## src/rtl/alu_pkg.sv

```systemverilog
// alu_pkg: opcode map and FSM state encoding shared by the multi-cycle ALU
package alu_pkg;
  typedef enum logic [3:0] {
    OP_OR   = 4'd0,
    OP_AND  = 4'd1,
    OP_NOT  = 4'd2,
    OP_ADD  = 4'd3,
    OP_SUB  = 4'd4,
    OP_NEG  = 4'd5,
    OP_MUL  = 4'd6,
    OP_DIV  = 4'd7,
    OP_SHL  = 4'd8,
    OP_SHR  = 4'd9,
    OP_SHRA = 4'd10,
    OP_ROL  = 4'd11,
    OP_ROR  = 4'd12
  } op_t;
  typedef enum logic [1:0] {
    S_IDLE = 2'd0,
    S_MUL  = 2'd1,
    S_DIV  = 2'd2,
    S_DONE = 2'd3
  } state_t;
endpackage

```

## src/rtl/alu_comb_unit.sv

```systemverilog
// alu_comb_unit: single-cycle logic, add/sub/neg, shift and rotate operations
module alu_comb_unit
  import alu_pkg::*;
#(
  parameter int WIDTH = 32
) (
  input  logic [3:0]       op,
  input  logic [WIDTH-1:0] a,
  input  logic [WIDTH-1:0] b,
  output logic [WIDTH-1:0] y
);
  localparam int SHW = $clog2(WIDTH);
  logic [SHW-1:0] sh, nsh;
  assign sh  = b[SHW-1:0];
  // complementary amount modulo WIDTH; a zero shift makes both halves equal a
  assign nsh = ~sh + 1'b1;
  always_comb
    case (op)
      OP_OR:   y = a | b;
      OP_AND:  y = a & b;
      OP_NOT:  y = ~a;
      OP_ADD:  y = a + b;
      OP_SUB:  y = a - b;
      OP_NEG:  y = -a;
      OP_SHL:  y = a << sh;
      OP_SHR:  y = a >> sh;
      OP_SHRA: y = $signed(a) >>> sh;
      OP_ROL:  y = (a << sh) | (a >> nsh);
      OP_ROR:  y = (a >> sh) | (a << nsh);
      default: y = '0;
    endcase
endmodule

```

## src/rtl/mc_alu.sv

```systemverilog
// mc_alu: multi-cycle ALU with Booth multiply and non-restoring signed divide
module mc_alu
  import alu_pkg::*;
#(
  parameter int WIDTH = 32,
  parameter int SHW   = $clog2(WIDTH)
) (
  input  logic               clock,
  input  logic               clear,
  input  logic               start,
  input  logic [3:0]         opcode,
  input  logic [WIDTH-1:0]   input_a,
  input  logic [WIDTH-1:0]   input_b,
  output logic               busy,
  output logic               done,
  output logic [2*WIDTH-1:0] ALU_result,
  output logic               div_zero
);
  localparam logic [SHW:0] LAST = (SHW+1)'(WIDTH - 1);
  state_t state, state_nx;
  logic [SHW:0] cnt;
  logic [WIDTH:0] acc, mx, b_sum, b_acc, r_sh, r_nx;
  logic [WIDTH-1:0] q, m, b_q, q_nx, rem, quo, abs_a, abs_b, comb_y;
  logic q_1, b_q1, neg_q, neg_r, last, accept;
  alu_comb_unit #(.WIDTH(WIDTH)) u_comb (
    .op(opcode),
    .a (input_a),
    .b (input_b),
    .y (comb_y)
  );
  assign last   = cnt == LAST;
  assign accept = state == S_IDLE && start;
  assign abs_a  = input_a[WIDTH-1] ? -input_a : input_a;
  assign abs_b  = input_b[WIDTH-1] ? -input_b : input_b;
  always_ff @(posedge clock or posedge clear)
    if (clear) state <= S_IDLE;
    else state <= state_nx;
  always_comb
    case (state)
      S_IDLE:       state_nx = !start ? S_IDLE : opcode == OP_MUL ? S_MUL :
                               (opcode == OP_DIV && input_b != '0) ? S_DIV : S_DONE;
      S_MUL, S_DIV: state_nx = last ? S_DONE : state;
      default:      state_nx = S_IDLE;
    endcase
  always_comb begin
    busy = state == S_MUL || state == S_DIV;
    done = state == S_DONE;
  end
  // Booth step: add/sub multiplicand by {q[0], q_1}, then arithmetic shift {acc, q, q_1}
  always_comb begin
    mx = {m[WIDTH-1], m};
    b_sum = (q[0] && !q_1) ? acc - mx : (!q[0] && q_1) ? acc + mx : acc;
    {b_acc, b_q, b_q1} = {b_sum[WIDTH], b_sum, q};
  end
  // Non-restoring step on magnitudes; signs are applied on the final iteration
  always_comb begin
    r_sh = {acc[WIDTH-1:0], q[WIDTH-1]};
    r_nx = acc[WIDTH] ? r_sh + {1'b0, m} : r_sh - {1'b0, m};
    q_nx = {q[WIDTH-2:0], ~r_nx[WIDTH]};
    rem  = r_nx[WIDTH] ? r_nx[WIDTH-1:0] + m : r_nx[WIDTH-1:0];
    quo  = neg_q ? -q_nx : q_nx;
  end
  always_ff @(posedge clock or posedge clear)
    if (clear) begin
      cnt        <= '0;
      acc        <= '0;
      q          <= '0;
      m          <= '0;
      q_1        <= 1'b0;
      neg_q      <= 1'b0;
      neg_r      <= 1'b0;
      ALU_result <= '0;
      div_zero   <= 1'b0;
    end else if (accept) begin
      cnt      <= '0;
      acc      <= '0;
      q_1      <= 1'b0;
      q        <= opcode == OP_DIV ? abs_a : input_b;
      m        <= opcode == OP_DIV ? abs_b : input_a;
      neg_q    <= input_a[WIDTH-1] ^ input_b[WIDTH-1];
      neg_r    <= input_a[WIDTH-1];
      div_zero <= opcode == OP_DIV && input_b == '0;
      if (state_nx == S_DONE) ALU_result <= {{WIDTH{1'b0}}, comb_y};
    end else if (state == S_MUL) begin
      cnt <= cnt + 1'b1;
      acc <= b_acc;
      q   <= b_q;
      q_1 <= b_q1;
      if (last) ALU_result <= {b_acc[WIDTH-1:0], b_q};
    end else if (state == S_DIV) begin
      cnt <= cnt + 1'b1;
      acc <= r_nx;
      q   <= q_nx;
      if (last) ALU_result <= {neg_r ? -rem : rem, quo};
    end
endmodule

```

## config.mk

```make
export PLATFORM = sky130hd
export DESIGN_NAME = mc_alu
export DESIGN_NICKNAME = d
export VERILOG_FILES = /design/src/rtl/alu_pkg.sv /design/src/rtl/alu_comb_unit.sv /design/src/rtl/mc_alu.sv
export SDC_FILE = /design/constraint.sdc
export NUM_CORES = 2
export LEC_CHECK = 0
export BUFFER_PORTS_ARGS = -buffer_cell sky130_fd_sc_hd__buf_2
export CAP_MARGIN = 30
export CORE_UTILIZATION = 35
export DETAILED_ROUTE_END_ITERATION = 6
export GPL_TIMING_DRIVEN = 0
export HOLD_SLACK_MARGIN = 0.06
export PLACE_DENSITY_LB_ADDON = 0.05
export SLEW_MARGIN = 20
export SYNTH_ARGS = -nofsm -noshare
export SYNTH_HDL_FRONTEND = slang
export SYNTH_HIERARCHICAL = 1
export SYNTH_SLANG_ARGS = --single-unit
```

## constraint.sdc

```tcl
create_clock -name clock -period 8.9 [get_ports clock]
set_input_delay 0.89 -clock clock [delete_from_list [all_inputs] [get_ports clock]]
set_output_delay 0.89 -clock clock [all_outputs]
set_load 0.01 [all_outputs]
```

# After elaboration in Yosys (flattened, before gate mapping)
# Cells that the tools add are included.
[classes] bitwise_logic=8 add_sub_neg=13 n_eq_ne=20 shifts=5 n_reduce_logical=16 mux=33
[op_table] cell="64-bit two-way mux" count=6
[op_table] cell="32-bit one-hot mux with 11 select lines" count=1
[op_table] cell="32-bit two-way mux" count=10
[op_table] cell="33-bit two-way mux" count=6
[op_table] cell="32-bit negator" count=4
[op_table] cell="32-bit OR" count=3
[op_table] cell="32-bit adder" count=2
[op_table] cell="32-bit by 5-bit << shifter with 32-bit output" count=2
[op_table] cell="32-bit by 5-bit >> shifter with 32-bit output" count=2
[op_table] cell="33-bit by 32-bit adder with 33-bit output" count=1
[op_table] cell="33-bit adder" count=1
[op_table] cell="33-bit by 32-bit subtractor with 33-bit output" count=1
[op_table] cell="33-bit subtractor" count=1
[op_table] cell="32-bit bitwise AND" count=1
[op_table] cell="32-bit logical NOT" count=1
[op_table] cell="32-bit inverter" count=1
[op_table] cell="32-bit nonzero test" count=1
[op_table] cell="32-bit by 5-bit >>> shifter with 32-bit output" count=1
[op_table] cell="32-bit subtractor" count=1
[op_table] cell="4-bit equality test (second input constant)" count=5
[op_table] cell="6-bit two-way mux" count=3
[op_table] cell="4-bit by 3-bit equality test with 1-bit output (second input constant)" count=4
[op_table] cell="4-bit by 2-bit equality test with 1-bit output (second input constant)" count=2
[op_table] cell="6-bit by 1-bit adder with 6-bit output (second input constant)" count=1
[op_table] cell="other kinds (22)" count=34
[totals] out_inout_bits=67 in_bits=71 register_bits=173 elab_cells=105

# Logic depth before layout (Yosys ltp)
[logic_depth] depth_word=10 mapped_depth=32 ltp_nobuf=27

# Hierarchy
# Netlist, hierarchy kept.
[modules_own_cells] mod="mc_alu" seq_area_each_um2=4329.2 cells_per_inst=2927 area_each_um2=21450.6 instances=1
[modules_own_cells] mod="alu_comb_unit" seq_area_each_um2=0.0 cells_per_inst=1796 area_each_um2=12126.6 instances=1

# Worst setup path before layout
# OpenSTA, ideal clock, no wires.
[synth_timing] path_type="register -> register" start="register m[2]" end="register ALU_result[60]" t_required_ns=8.779 arrival_time_ns=6.874 stages_incl_launch_ff=30 synth_period_minus_slack_ns=6.995 path_buffers=5 setup_slack_ns=1.905 setup_time_ns=0.121 path_cell_list="dfrtp_1 nor4_2 and4_1 and2_1 nor2b_1 clkbuf_1 a31oi_1 xnor2_1 ha_1 clkbuf_1 a21o_1 a221o_1 a211oi_4 a21o_1 buf_2 nand2_2 inv_2 buf_2 buf_2 nand2_1 xnor2_1 ha_1 or3b_2 or4b_1 nor3_1 and4_1 nor2_1 or3_4 o311a_1 a22o_1"
[synth_via] elab_chain_cells=10 word_cells_on_any_way=16 cone_classes="6 x add/sub; 10 x mux"
[synth_rtl] element="start, declared" line="mc_alu.sv:23" rtl="logic [WIDTH-1:0] q, m, b_q, q_nx, rem, quo, abs_a, abs_b, comb_y;"
[synth_rtl] element="start signal, assigned" line="mc_alu.sv:79" rtl="m <= opcode == OP_DIV ? abs_b : input_a;"
[synth_rtl] element="33-bit by 32-bit subtractor with 33-bit output / 33-bit by 32-bit adder with 33-bit output (equally long branches)" line="mc_alu.sv:58" rtl="r_nx = acc[WIDTH] ? r_sh + {1'b0, m} : r_sh - {1'b0, m};"
[synth_rtl] element="33-bit two-way mux" line="mc_alu.sv:58"
[synth_rtl] element="32-bit adder" line="mc_alu.sv:60" rtl="rem = r_nx[WIDTH] ? r_nx[WIDTH-1:0] + m : r_nx[WIDTH-1:0];"
[synth_rtl] element="32-bit two-way mux" line="mc_alu.sv:60"
[synth_rtl] element="32-bit negator" line="mc_alu.sv:94" rtl="if (last) ALU_result <= {neg_r ? -rem : rem, quo};"
[synth_rtl] element="32-bit two-way mux" line="mc_alu.sv:94"
[synth_rtl] element="64-bit two-way mux" line="mc_alu.sv:94"
[synth_rtl] element="64-bit two-way mux" line="mc_alu.sv:90" rtl="end else if (state == S_DIV) begin"
[synth_rtl] element="64-bit two-way mux *" line="mc_alu.sv:84" rtl="end else if (state == S_MUL) begin"
[synth_rtl] element="64-bit two-way mux *" line="mc_alu.sv:74" rtl="end else if (accept) begin"
[synth_rtl] element="end signal, assigned" line="mc_alu.sv:83" rtl="if (state_nx == S_DONE) ALU_result <= {{WIDTH{1'b0}}, comb_y};"
[synth_rtl] element="end signal, assigned" line="mc_alu.sv:89" rtl="if (last) ALU_result <= {b_acc[WIDTH-1:0], b_q};"
[synth_rtl] element="end signal, assigned" line="mc_alu.sv:94"
[synth_rtl] element="end, declared" line="mc_alu.sv:16" rtl="output logic [2*WIDTH-1:0] ALU_result,"
# Every way passes the cells marked *; elsewhere a longest branch is shown, timed or not. The select of a mux whose other input is x is not followed.
# A chain may end at the register's enable or synchronous reset.

# Final worst setup path
[layout_timing] start="input port input_b[0]" end="register ALU_result[24]"
[layout_via] word_cells_on_any_way=23 cone_classes="3 x add/sub; 2 x eq/ne; 5 x shift; 7 x mux; 3 x bitwise; 3 x reduce/logical"
[layout_lines] element="start, declared" line="mc_alu.sv:13" rtl="input logic [WIDTH-1:0] input_b,"
[layout_lines] element="5-bit inverter" line="alu_comb_unit.sv:16" rtl="assign nsh = ~sh + 1'b1;"
[layout_lines] element="5-bit by 1-bit adder with 5-bit output" line="alu_comb_unit.sv:16"
[layout_lines] element="32-bit by 5-bit << shifter with 32-bit output / 32-bit by 5-bit >> shifter with 32-bit output (equally long branches)" line="alu_comb_unit.sv:29, alu_comb_unit.sv:28"
[layout_lines] element="32-bit OR (on tied branches)" line="alu_comb_unit.sv:29, alu_comb_unit.sv:28"
[layout_lines] element="32-bit one-hot mux with 11 select lines *" line="alu_comb_unit.sv:18" rtl="case (op)"
[layout_lines] element="net comb_y[24]" line="mc_alu.sv:23"
[layout_lines] element="64-bit two-way mux *" line="mc_alu.sv:83"
[layout_lines] element="64-bit two-way mux *" line="mc_alu.sv:74"
# Mark *: on every way through the listed nets, which the timed path passes. The rest lies on a longest branch. The select of a mux whose other input is x is not followed.

==> metrics <==
headroom to the max-slew limit 13.0%; Syn Std Cell Area ~34000 um^2; CP Class input pin to flip-flop; total power consumption of the routed design between 20 and 25 mW; top cells by area in the synthesized netlist sky130_fd_sc_hd__dfrtp_1 13%, sky130_fd_sc_hd__ha_1 6.7%, sky130_fd_sc_hd__a21oi_1 6.2%; Yosys warning count 6; Mapped Nets ~5000; post-DR vias/cell a little under 7; critical-path maximum fanout 12; internal power component 7.67 mW; met3 routing resource usage after global routing about a fifth; number of antenna violations at the first check in global routing 25; startpoint type of the worst setup path input pin; number of placed cells counting well taps approximately 6000; run status finished, violations left; total count of hold-check failures in the final report 0; period utilization 100%; number of global-route vias before repair between 30000 and 40000; fraction of power spent switching nets a little over three fifths; # H-tree levels 4; hold-fix buffer count after cts 0; gate count of the mapped netlist 4723; worst setup slack after layout -21.3 ps; sequential share of the synthesized area approximately 13%; placed wire-length estimate after detailed placement around 190 mm; leak pwr approximately 15 nW; maximum achievable frequency 112 MHz; routed wire length 232 mm; most used standard cell by instance count after synthesis sky130_fd_sc_hd__nand2_1; CTS tree built; largest family of logic cells by synthesized area compound AO/OA/AOI/OAI gates; TritonCTS buffer count 17; Area Overhead vs Synth 11.1%; Crit path required time roughly 9300 ps; Sinks on Clock Net between 150 and 200; first-pass GRT wire length between 300 and 400 mm; portion of total power attributed to sequential cells between 8 and 9%; Skew-Pair Late Insertion Delay 480 ps; library cells used by synthesis between 100 and 150; combinational fraction of design power between 80% and 90%; routed length per placed instance ~37 um; DRC Markers 13; Die Wd slightly above 300 um; Detailed Routing Iterations Pass 1 7; met2 track demand over resource in global routing between 60% and 70%; largest voltage drop on the vdd net roughly 390 uV; maximum number of pins on one net before global-route repair 91; most heavily used metal layer in global routing met1; Worst-path clk slew around 90 ps; flops & latches, synth ~170; max-cap violations 0; post-synthesis compound-gate area fraction between 30% and 40%; synthesized area divided by synthesized cell count 7.11 um^2; top cell types by occurrence after synthesis 524 x sky130_fd_sc_hd__nand2_1, 499 x sky130_fd_sc_hd__nor2_1, 418 x sky130_fd_sc_hd__a21oi_1; CP endpoint kind flip-flop; final weighted congestion in routability-driven placement around 1.1; final design instance area without fill between 30000 and 40000 um^2; violations in the final reports DRC, setup timing; most instantiated flip-flop cell in the synthesis netlist sky130_fd_sc_hd__dfrtp_1; Synth async-reset ratio between 90% and 100%; clock tree buffer depth 2; non-filler cells in the finished layout ~6200; total core area about 95000 um^2; CTS Root Buffer Type sky130_fd_sc_hd__clkbuf_16; final max-slew violation count 0; share of cell area taken by muxes after synthesis 11.4%; antenna-violating nets left 0; total cell area at the placement stage 36400 um^2; Die Outline Area about 97000 um^2; # rows 113; Hold Crit Class flip-flop to flip-flop; power per cell area 553 nW/um^2; starting density of the core between 30% and 40%; number of DRC markers in iteration 0 around 7100; setup repair after global routing missed its margin false; fraction of the mapped netlist area in simple logic gates 23.3%; clock skew roughly 20 ps; number of enable flip-flop cells after synthesis 0; part of the total power dissipated in the clock network 4.1%; global-route congestion overflow total 0; met1 Use GR between 60% and 70%; arrival time of data at the critical path endpoint between 9000 and 10000 ps; PortBufs about 140; share of layout cells above drive strength 1 between 10% and 20%; routed vias around 43000; die extent in y 312 um; gr usage total a little under half; net load switching power around 13 mW; Yosys top cell by area sky130_fd_sc_hd__dfrtp_1; setup violation total in the final timing report 1; number of ports placed on the die boundary ~140; post-synthesis xor/xnor area fraction 7.12%; Final min period approximately 9000 ps; actual slew at the worst max-slew pin 1310 ps; top-area cell type share of the netlist area between 10% and 20%; fraction of the mapped netlist area in adder cells between 7 and 8%; post-layout net count roughly 5200
[logic make-up (layout without fill, tap and decap cells)]
| logic type | count (synthesis) | in the layout |
|---|---|---|
| buf+inv | 516 | 751 |
| simple gates | 1665 | 1665 |
| xor+xnor | 269 | 269 |
| other cells | 0 | 12 |
| flops | 173 | 173 |
| fa+ha+maj | 185 | 185 |
| mux | 266 | 266 |
| compound gates | 1649 | 1649 |
[cells in the final DEF (no fill, tap or decap), types with 26 or more instances in the layout]
cell type | synthesis | routed
sky130_fd_sc_hd__and3_1 | 26 | 26
sky130_fd_sc_hd__ha_1 | 180 | 180
sky130_fd_sc_hd__nand3_1 | 113 | 113
sky130_fd_sc_hd__mux4_2 | 90 | 90
sky130_fd_sc_hd__buf_1 | 50 | 51
sky130_fd_sc_hd__o21ai_0 | 416 | 409
sky130_fd_sc_hd__buf_2 | 55 | 200
sky130_fd_sc_hd__a221oi_1 | 39 | 38
sky130_fd_sc_hd__inv_1 | 140 | 139
sky130_fd_sc_hd__clkbuf_1 | 254 | 247
sky130_fd_sc_hd__o211ai_1 | 95 | 95
sky130_fd_sc_hd__or2_2 | 26 | 26
sky130_fd_sc_hd__o22ai_1 | 30 | 30
sky130_fd_sc_hd__nor2_1 | 499 | 498
sky130_fd_sc_hd__a21o_1 | 60 | 60
sky130_fd_sc_hd__o21a_1 | 40 | 40
sky130_fd_sc_hd__mux2i_1 | 142 | 140
sky130_fd_sc_hd__nor3_1 | 103 | 99
sky130_fd_sc_hd__o31ai_1 | 51 | 50
sky130_fd_sc_hd__nor4_1 | 38 | 36
sky130_fd_sc_hd__nor2b_1 | 33 | 33
sky130_fd_sc_hd__buf_6 | 5 | 30
sky130_fd_sc_hd__xnor2_1 | 158 | 157
sky130_fd_sc_hd__nand4_1 | 39 | 39
sky130_fd_sc_hd__a31oi_1 | 49 | 48
sky130_fd_sc_hd__xor2_1 | 108 | 108
sky130_fd_sc_hd__dfrtp_1 | 173 | 173
sky130_fd_sc_hd__and2_1 | 31 | 31
sky130_fd_sc_hd__a21oi_1 | 418 | 416
sky130_fd_sc_hd__o221ai_1 | 32 | 32
sky130_fd_sc_hd__nand2_1 | 524 | 524
sky130_fd_sc_hd__nand2b_1 | 84 | 84
sky130_fd_sc_hd__or3_1 | 50 | 50
sky130_fd_sc_hd__o21ai_1 | 29 | 36
sky130_fd_sc_hd__mux2_2 | 32 | 32
sky130_fd_sc_hd__a211oi_1 | 56 | 56
[worst max-delay path: stages]
cell and delay (ps):
sky130_fd_sc_hd__buf_2 230, sky130_fd_sc_hd__buf_6 210, sky130_fd_sc_hd__inv_1 230, sky130_fd_sc_hd__buf_2 360, sky130_fd_sc_hd__buf_2 430, sky130_fd_sc_hd__buf_2 450, sky130_fd_sc_hd__ha_1 220, sky130_fd_sc_hd__buf_2 200
sky130_fd_sc_hd__buf_2 310, sky130_fd_sc_hd__buf_2 350, sky130_fd_sc_hd__buf_1 690, sky130_fd_sc_hd__mux2i_1 310, sky130_fd_sc_hd__fa_1 520, sky130_fd_sc_hd__a211oi_1 360, sky130_fd_sc_hd__o21ai_0 390, sky130_fd_sc_hd__a31oi_1 430
sky130_fd_sc_hd__o211ai_1 210, sky130_fd_sc_hd__a21o_1 260, sky130_fd_sc_hd__a311oi_1 490, sky130_fd_sc_hd__xor2_1 290, sky130_fd_sc_hd__o2111ai_1 910, sky130_fd_sc_hd__a21oi_1 300, sky130_fd_sc_hd__o21ai_0 240
[power by group through the flow]
| stage | clock, mW | sequential, mW | combinational, mW |
|---|---|---|---|
| after global routing | 0.866 | 1.68 | 19.4 |
| after detailed placement | 0 | 1.66 | 17.3 |
| after floorplan | 0 | 1.42 | 12.2 |
| final | 0.835 | 1.67 | 18.1 |
| after CTS | 0.839 | 1.64 | 17.4 |
| after global placement | 0 | 1.66 | 17.4 |
[through the flow]
stage	hold slack, ps	setup TNS (ps)	utilization (%)	setup slack [ps]
after global placement	462	-1100	37.7	-623
after floorplan	507	0	-	1910
after global routing	504	0	39.2	6.02
after detailed placement	466	-23.8	38.3	-23.8
final	480	-21.3	39.3	-21.3
after CTS	485	0	38.9	62.7
[state kept, by name, indices dropped and copies added (netlist names)]
| name | flops |
|---|---|
| neg_q | 1 |
| q | 32 |
| state | 2 |
| div_zero | 1 |
| m | 32 |
| neg_r | 1 |
| cnt | 6 |
| q_1 | 1 |
| acc | 33 |
| ALU_result | 64 |
[final cells by class]
type,instances,area (um^2)
clock inverters,15,210
repair buffers,204,1340
multi-input cells,4034,27300
plain buffers,371,1550
clock buffers,17,425
flip-flops and latches,173,4330
diodes,12,30.0
inverters,144,551
well taps,1265,1580
fillers,10410,57700
[per-layer routing]
metal,part of all wire (%),vias to the layer above
li1,-,18032
met1,41,21103
met2,38,3293
met3,15,633
met4,5.7,24
met5,0.19,-
[repair_timing]
action	4_1_cts	5_1_grt
buffers inserted	0	0
pin swaps	0	1
resized for setup	1	8
endpoints found under the setup margin	1	10
[path summary, 6_finish.rpt]
| kind | from | endpoint | cells after the start | slack (ps) |
|---|---|---|---|---|
| setup reg to reg | m[2] | ALU_result[60] | 29 | 210 |
| max in group asynchronous | clear | ALU_result[45] | 3 | 7400 |
| setup / recovery | input_b[0] | ALU_result[24] | 23 | -20 |
| hold / removal | ALU_result[10] | ALU_result[10] | 2 | 480 |
| hold reg to reg | ALU_result[10] | ALU_result[10] | 2 | 480 |
| min in group asynchronous | clear | m[10] | 2 | 600 |
(Power assumes the default switching activity.)
